[src/rtl/zcip_pkg.sv]
// Shared constants, FSM state type and helpers for the ZCIP encoder.
package zcip_pkg;

   localparam int MAG_W     = 7;
   localparam int COL_IDX_W = 3;
   localparam int WEIGHT_W  = 8;

   typedef enum logic [1:0] {
      IDLE,
      HDR,
      COL
   } state_t;

   function automatic logic [COL_IDX_W-1:0] popcount7(input logic [MAG_W-1:0] m);
      logic [COL_IDX_W-1:0] n;
      n = '0;
      for (int k = 0; k < MAG_W; k++) begin
         n = n + COL_IDX_W'(m[k]);
      end
      return n;
   endfunction

   // Saturates at all-ones instead of wrapping.
   function automatic logic [31:0] sat_add32(input logic [31:0] a, input logic [31:0] b);
      logic [32:0] s;
      s = {1'b0, a} + {1'b0, b};
      return s[32] ? '1 : s[31:0];
   endfunction

endpackage

[src/rtl/zcip_lsb_pick.sv]
// Lowest-set-bit selector over a 7-bit column mask: index, one-hot clear mask,
// and a flag telling whether that bit is the only one set.
module zcip_lsb_pick
   import zcip_pkg::*;
(
   input  logic [MAG_W-1:0]     mask,
   output logic [COL_IDX_W-1:0] idx,
   output logic [MAG_W-1:0]     clear,
   output logic                 is_single
);

   always_comb begin
      idx = '0;
      // Walking downward leaves the lowest set position in idx.
      for (int k = MAG_W - 1; k >= 0; k--) begin
         if (mask[k]) begin
            idx = COL_IDX_W'(k);
         end
      end
      clear     = mask & (~mask + MAG_W'(1));
      is_single = (mask != '0) && ((mask & (mask - MAG_W'(1))) == '0);
   end

endmodule

[src/rtl/zcip_encoder.sv]
// ZCIP encoder: emits a header beat then only the non-zero magnitude bit-columns
// of each weight group, in ascending column order. Optional counters: ZCIP_ENC_STATS_EN.
module zcip_encoder
   import zcip_pkg::*;
#(
   parameter int GROUP = 16
) (
   input  logic                      clk,
   input  logic                      rst,
   input  logic                      in_valid,
   output logic                      in_ready,
   input  logic [GROUP*WEIGHT_W-1:0] in_weights,
   output logic                      out_valid,
   input  logic                      out_ready,
   output logic                      out_hdr,
   output logic [MAG_W-1:0]          out_index_vector,
   output logic [GROUP-1:0]          out_signs,
   output logic [GROUP-1:0]          out_col_data,
   output logic [COL_IDX_W-1:0]      out_col_idx,
   output logic                      out_last
`ifdef ZCIP_ENC_STATS_EN
   ,
   output logic [31:0]               stat_groups,
   output logic [31:0]               stat_cols_skipped,
   output logic [31:0]               stat_cols_sent
`endif
);

   state_t           state;
   logic [MAG_W-1:0] mag_q [GROUP];
   // Columns of the current group not yet presented on the output.
   logic [MAG_W-1:0] pending;

   logic [MAG_W-1:0]     idx_new;
   logic [GROUP-1:0]     signs_new;
   logic [COL_IDX_W-1:0] nxt_idx;
   logic [MAG_W-1:0]     nxt_clr;
   logic                 nxt_single;
   logic [GROUP-1:0]     nxt_col;
   logic                 accept;
   logic                 finish;

   // Handshake: a beat transfers on a cycle with out_valid && out_ready, a group
   // on in_valid && in_ready; an unaccepted beat is held unchanged.
   assign finish   = out_valid && out_ready && out_last;
   assign in_ready = (state == IDLE) || finish;
   assign accept   = in_valid && in_ready;

   always_comb begin
      idx_new   = '0;
      signs_new = '0;
      for (int j = 0; j < GROUP; j++) begin
         idx_new      = idx_new | in_weights[j*WEIGHT_W +: MAG_W];
         // Negative zero is encoded as positive zero.
         signs_new[j] = in_weights[j*WEIGHT_W + MAG_W] &&
                        (in_weights[j*WEIGHT_W +: MAG_W] != '0);
      end
   end

   zcip_lsb_pick u_pick (
      .mask      (pending),
      .idx       (nxt_idx),
      .clear     (nxt_clr),
      .is_single (nxt_single)
   );

   always_comb begin
      nxt_col = '0;
      for (int j = 0; j < GROUP; j++) begin
         nxt_col[j] = mag_q[j][nxt_idx];
      end
   end

   always_ff @(posedge clk) begin
      if (rst) begin
         state            <= IDLE;
         pending          <= '0;
         for (int j = 0; j < GROUP; j++) mag_q[j] <= '0;
         out_valid        <= 1'b0;
         out_hdr          <= 1'b0;
         out_index_vector <= '0;
         out_signs        <= '0;
         out_col_data     <= '0;
         out_col_idx      <= '0;
         out_last         <= 1'b0;
      end else if (accept) begin
         for (int j = 0; j < GROUP; j++) mag_q[j] <= in_weights[j*WEIGHT_W +: MAG_W];
         pending          <= idx_new;
         state            <= HDR;
         out_valid        <= 1'b1;
         out_hdr          <= 1'b1;
         out_index_vector <= idx_new;
         out_signs        <= signs_new;
         out_col_data     <= '0;
         out_col_idx      <= '0;
         out_last         <= (idx_new == '0);
      end else if (finish) begin
         state            <= IDLE;
         pending          <= '0;
         out_valid        <= 1'b0;
         out_hdr          <= 1'b0;
         out_index_vector <= '0;
         out_signs        <= '0;
         out_col_data     <= '0;
         out_col_idx      <= '0;
         out_last         <= 1'b0;
      end else if (state != IDLE && out_ready) begin
         // Not the last beat, so at least one column remains in pending.
         state            <= COL;
         pending          <= pending & ~nxt_clr;
         out_hdr          <= 1'b0;
         out_index_vector <= '0;
         out_signs        <= '0;
         out_col_data     <= nxt_col;
         out_col_idx      <= nxt_idx;
         out_last         <= nxt_single;
      end
   end

`ifdef ZCIP_ENC_STATS_EN
   always_ff @(posedge clk) begin
      if (rst) begin
         stat_groups       <= '0;
         stat_cols_skipped <= '0;
         stat_cols_sent    <= '0;
      end else begin
         if (accept) begin
            stat_groups       <= sat_add32(stat_groups, 32'd1);
            stat_cols_skipped <= sat_add32(stat_cols_skipped,
                                           32'(3'd7 - popcount7(idx_new)));
         end
         if (out_valid && out_ready && !out_hdr) begin
            stat_cols_sent <= sat_add32(stat_cols_sent, 32'd1);
         end
      end
   end
`endif

endmodule

[config.mk]
export PLATFORM = sky130hd
export DESIGN_NAME = zcip_encoder
export DESIGN_NICKNAME = d
export VERILOG_FILES = /design/src/rtl/zcip_pkg.sv /design/src/rtl/zcip_lsb_pick.sv /design/src/rtl/zcip_encoder.sv
export SDC_FILE = /design/constraint.sdc
export NUM_CORES = 1
export LEC_CHECK = 0
export BUFFER_PORTS_ARGS = -buffer_cell sky130_fd_sc_hd__buf_2
export CAP_MARGIN = 10
export CORE_MARGIN = 2
export CORE_UTILIZATION = 40
export DETAILED_ROUTE_END_ITERATION = 16
export PLACE_DENSITY_LB_ADDON = 0.25
export SLEW_MARGIN = 20
export SYNTH_ARGS = -nofsm -noshare
export SYNTH_HDL_FRONTEND = slang
export SYNTH_SLANG_ARGS = --single-unit
[constraint.sdc]
create_clock -name clk -period 9.3 [get_ports clk]
set_input_delay 1.86 -clock clk [delete_from_list [all_inputs] [get_ports clk]]
set_output_delay 1.86 -clock clk [all_outputs]
set_load 0.02 [all_outputs]
# --- After elaboration in Yosys (flattened, before gate mapping) ---
# Memories as Yosys holds them, arrays and structs flattened.
# Cells that the tools add are included.
op_classes:
  magnitude_cmp: 1
  n_reduce_logical: 46
  bitwise_logic: 36
  muxes: 80
  n_addsub: 2
op_table:
  columns: ["op", "n"]
  rows:
  - ["7-bit two-way mux", 22]
  - ["7-bit nonzero test", 17]
  - ["7-bit bitwise OR", 15]
  - ["1-bit binary-select mux with 3-bit select", 16]
  - ["16-bit two-way mux", 3]
  - ["1-bit two-way mux", 32]
  - ["7-bit AND", 3]
  - ["1-bit logical AND", 21]
  - ["3-bit two-way mux", 7]
  - ["1-bit bitwise OR", 16]
  - ["7-bit logical NOT", 2]
  - ["7-bit NOT", 2]
  - ["7-bit by 1-bit adder with 7-bit output (second input constant)", 1]
  - ["7-bit by 1-bit subtractor with 7-bit output (second input constant)", 1]
  - ["3-bit by 4-bit < comparator with 1-bit output (second input constant)", 1]
  - ["2-bit nonzero test", 2]
  - ["3-bit nonzero test", 1]
  - ["3-bit OR reduction", 1]
  - ["2-bit logical NOT", 1]
  - ["1-bit logical OR", 1]
word_totals:
  n_memories: 1
  ff_bits: 54
  ramBits: 112
  elab_cells: 176
  input_bits: 132
  out_inout_bits: 46
mem_list:
  columns: ["memory", "depth", "width", "rd", "rd_ports_with_merged_regs", "write_ports", "line_no", "text"]
  rows:
  - ["mag_q", 16, 7, 16, 0, 16, "zcip_encoder.sv:30", "logic [MAG_W-1:0] mag_q [GROUP];"]

# --- Logic depth before layout (Yosys ltp) ---
depth:
  word_depth: 17
  mapped_depth: 8
  ltp_nobuf: 5

# --- Hierarchy ---
# A second synthesis with hierarchy kept.
unflattened:
  hier_cells: 648
  hier_area_um2: 7513.5
by_module_without_submodules:
  columns: ["mod", "area_per_inst_um2", "instances", "seq_area_each_um2", "cells_each"]
  rows:
  - ["zcip_encoder", 7348.3, 1, 4424.2, 623]
  - ["zcip_lsb_pick", 165.2, 1, 0.0, 25]

# --- Worst setup path before layout ---
# Ideal clock, no wire load.
synth_path:
  kind: "input-to-reg"
  startpoint: "input out_ready"
  endpoint: "memory mag_q[0][0], enable pin"
  arrival_ns: 4.113
  n_path_buf: 2
  cell_stages: 5
  path_slack_ns: 4.763
  t_required_ns: 8.877
  setup_ns: 0.423
  path_cell_list: "and3_1 -> o21a_1 -> clkbuf_1 -> clkbuf_1 -> or2_2"
synth_rtl:
  columns: ["item", "line_no", "text"]
  rows:
  - ["from (decl)", "zcip_encoder.sv:14", "input logic out_ready,"]
  - ["to (decl)", "zcip_encoder.sv:30", null]

# --- Worst setup path in the final report ---
layout_path:
  startpoint: "input out_ready"
  endpoint: "output in_ready"
layout_via:
  elab_chain_cells: 3
layout_lines:
  columns: ["item", "line_no", "text"]
  rows:
  - ["1-bit logical AND (2 in a row)", "zcip_encoder.sv:45", "assign finish = out_valid && out_ready && out_last;"]
  - ["1-bit logical OR", "zcip_encoder.sv:46", "assign in_ready = (state == IDLE) || finish;"]
  - ["to (decl)", "zcip_encoder.sv:11", "output logic in_ready,"]
# Every way passes these cells.

==> summary.txt <==
Yosys
  – Yosys cell types: 46
  – Yosys top cell area share: 0.4416
  – Most common library cells after synthesis: nand2_1 (130), edfxtp_1 (112), and2_1 (70)
  – #FFs+latches synth: 164
  – Post-synth EDFFs: 112
  – Synth Instances: 723
  – Warnings, synthesis: 0
  – Syn Area/Cell: 10.53 um^2
  – Post-synthesis sequential area ratio: 0.5783
  – Fraction of registers with async set/reset: 0
  – Mapped cell area: around 7600 um^2
  – Most numerous cell in the Yosys netlist: nand2_1
  – Cell taking the most area after synthesis: edfxtp_1
  – Syn nets: 855
  – Ranking of synthesized cells by area: edfxtp_1 (44%), dfxtp_1 (14%), nand2_1 (6.4%)
  – Top FF cell, synth: edfxtp_1

Final layout
  – Layout cell share with drive strength beyond 1: 0.2626
  – Final instance count without filler cells: 1126
  – Sequential Area: 4404 um^2
  – Final Util: 0.4970
  – Area of the multi-input gates: 3034 um^2
  – # nets final: 1010
  – Filler cells: 1727
  – Area Overhead vs Synth: 22.06%

Detailed routing
  – Drt initial violations: 461
  – Routed via count: 6402
  – DRT Wirelength: between 20 and 25 mm
  – Per-cell routed wire length: 21.00 um
  – Drt drc: 0
  – Final ANT Viol Nets: 0
  – 1st-pass router iterations: 7
  – Vias per std cell: around 5.7

Worst setup path
  – Crit Path Class: input port to primary output
  – Worst path required time: about 7.4 ns
  – Worst-path maximum fanout: 5
  – Register-to-register setup slack: 6.35 ns
  – Critical path cell sequence: buf_2 -> and3_1 -> or2_2 -> buf_2
  – Worst R2R End: mag_q[1][5]$_SDFFCE_PN0P_
  – CP Launch Type: input port
  – CP max-delay cell: or2_2
  – R2r startpoint: out_last$_SDFFE_PP0P_
  – Worst EP arrival: 2.67 ns
  – Largest stage delay, worst path: ~0.29 ns
  – Setup crit end kind: primary output
  – Worst reg2reg path depth: 5
  – Most Frequent Cell on Critical Path: buf_2

STA
  – Fin worst setup slack: 4.774 ns
  – Final hold vios: 0
  – Relative slew slack: 0.2707
  – Worst hold slack: roughly 0.46 ns
  – Setup TNS: 0 ns
  – Least-Margin Pin Slew: 1.090 ns
  – Clock skew: 0.007566 ns
  – Count of final setup violators: 0
  – Max Slew Vio Count: 0
  – RSZ-0062 raised after global routing: false
  – Period minus WS final: roughly 4.5 ns
  – Fin crit share: 0.4867
  – Highest Clock Rate: roughly 220 MHz

Min path
  – Hold Crit Class: flip-flop to flip-flop
  – HP Start: out_index_vector[5]$_SDFFE_PP0P_
  – Hold Crit Depth: 2
  – Hold Crit Endpoint: out_index_vector[5]$_SDFFE_PP0P_

Global routing
  – First-pass GRT wire length: 35.51 mm
  – Antenna violations before repair: 1
  – Number of global-route vias before repair: around 6100
  – Largest net degree at the start of global routing: 78
  – Total grt overflow: 0
  – Aggregate global-route resource usage: 0.2367

Floorplan
  – Die Area: 20160 um^2
  – Die width: 142.0 um
  – Site Rows: 50
  – Core area: roughly 19000 um^2
  – Initial Utilization: 0.4072
  – Die height: ~140 um
  – # IOs: ~180

Clocking
  – Post-CTS Hold Fix Bufs: 0
  – Num CTS Buffers: 17
  – Clock sinks: roughly 160
  – CTS tree: yes
  – CTS Root Cell: clkbuf_16
  – Max Buffers Root-to-Sink: 2
  – # H-tree levels: 4
  – Clock latency on the worst-skew pair: 0.43 ns
  – Clk pin slew, worst setup/hold paths: roughly 0.060 ns
  – Setup Buffers After CTS: 0
  – Post-CTS sizing: 0

Placed design
  – Post-DP HPWL: roughly 17 mm
  – PortBufs: 177
  – Dpl ws: 4.770 ns
  – GP Congestion: 0.8700
  – DP Cell Count: ~1100

Power
  – Peak supply drop: between 0.1 and 0.15 mV
  – Pwr/cell area: 208.4 nW/um^2
  – Leakage: 0.003711 uW

Run
  – Max Cap Viol: 0

Status
  – Status: finished clean
## worst max-delay path: cells and delay by family
kind | cells | cell delay [ns]
and+or+nand+nor | 2 | 0.51
buffers and inverters | 2 | 0.29
## report_power, final
| group | switching [uW] | internal (uW) | total (uW) |
|---|---|---|---|
| Combinational | 237 | 119 | 356 |
| Sequential | 33.4 | 862 | 895 |
| Clock | 276 | 410 | 686 |
## worst max path at each step
stage | from | end | slack, ns | depth (start not counted)
5_1_grt | out_ready | in_ready | 4.74 | 4
2_1_floorplan | out_ready | mag_q[0][0]$_SDFFCE_PN0P_ | 4.76 | 5
3_5_place_dp | out_ready | in_ready | 4.77 | 4
3_3_place_gp | out_ready | in_ready | 4.79 | 4
6_report | out_ready | in_ready | 4.77 | 4
4_1_cts | out_ready | in_ready | 4.77 | 4
## final cells by class
class | count | share of cell area
Antenna cell | 1 | 0.0002692
Clock buffer | 26 | 0.05949
Clock inverter | 6 | 0.003903
Inverter | 1 | 0.0004038
Multi-Input combinational cell | 508 | 0.3264
Sequential cell | 164 | 0.4738
Tap cell | 234 | 0.03149
Timing Repair Buffer | 186 | 0.1043
## state kept, by name, indices dropped and copies added, names as in the netlist
signal,cells
out_hdr,1
out_last,1
out_index_vector,7
state,1
pending,6
out_signs,16
out_col_data,16
mag_q,112
out_col_idx,3
out_valid,1
## metal layers
layer,vias to the layer above,share of wire,GRT usage
met5,-,0,0
li1,2984,-,-
met4,0,0.029,0.09421
met3,38,0.082,0.04610
met2,309,0.47,0.3743
met1,3071,0.42,0.3219
## cell families after synthesis
family | share of synthesized area
AND/OR/NAND/NOR | 0.2489
AO/OA/AOI/OAI | 0.1193
buffers and inverters | 0.03006
XOR/XNOR | 0.001150
multiplexers | 0.02234
flip-flops | 0.5783
## through the flow
step	area [um^2]	total power, uW
final	9296	1938
after global routing	9294	2017
after CTS	9294	1944
after detailed placement	8705	1264
after global placement	8673	1258
after floorplan	7616	1123
## cell usage in the layout (no fill, tap or decap), types with 3 or more instances in the layout
cell type	n
buf_2	177
nand2_1	130
edfxtp_1	112
and2_1	70
dfxtp_1	52
nor4_1	45
nor2b_1	44
a21oi_1	40
nor2_1	23
nand3_1	21
clkbuf_16	20
nor3_1	19
mux2i_1	17
a32oi_1	16
o2111ai_1	16
o311a_1	16
a21oi_2	10
nand4_1	7
buf_4	7
o211ai_1	3
clkbuf_8	3
clkbuf_1	3
(Power assumes the default switching activity.)
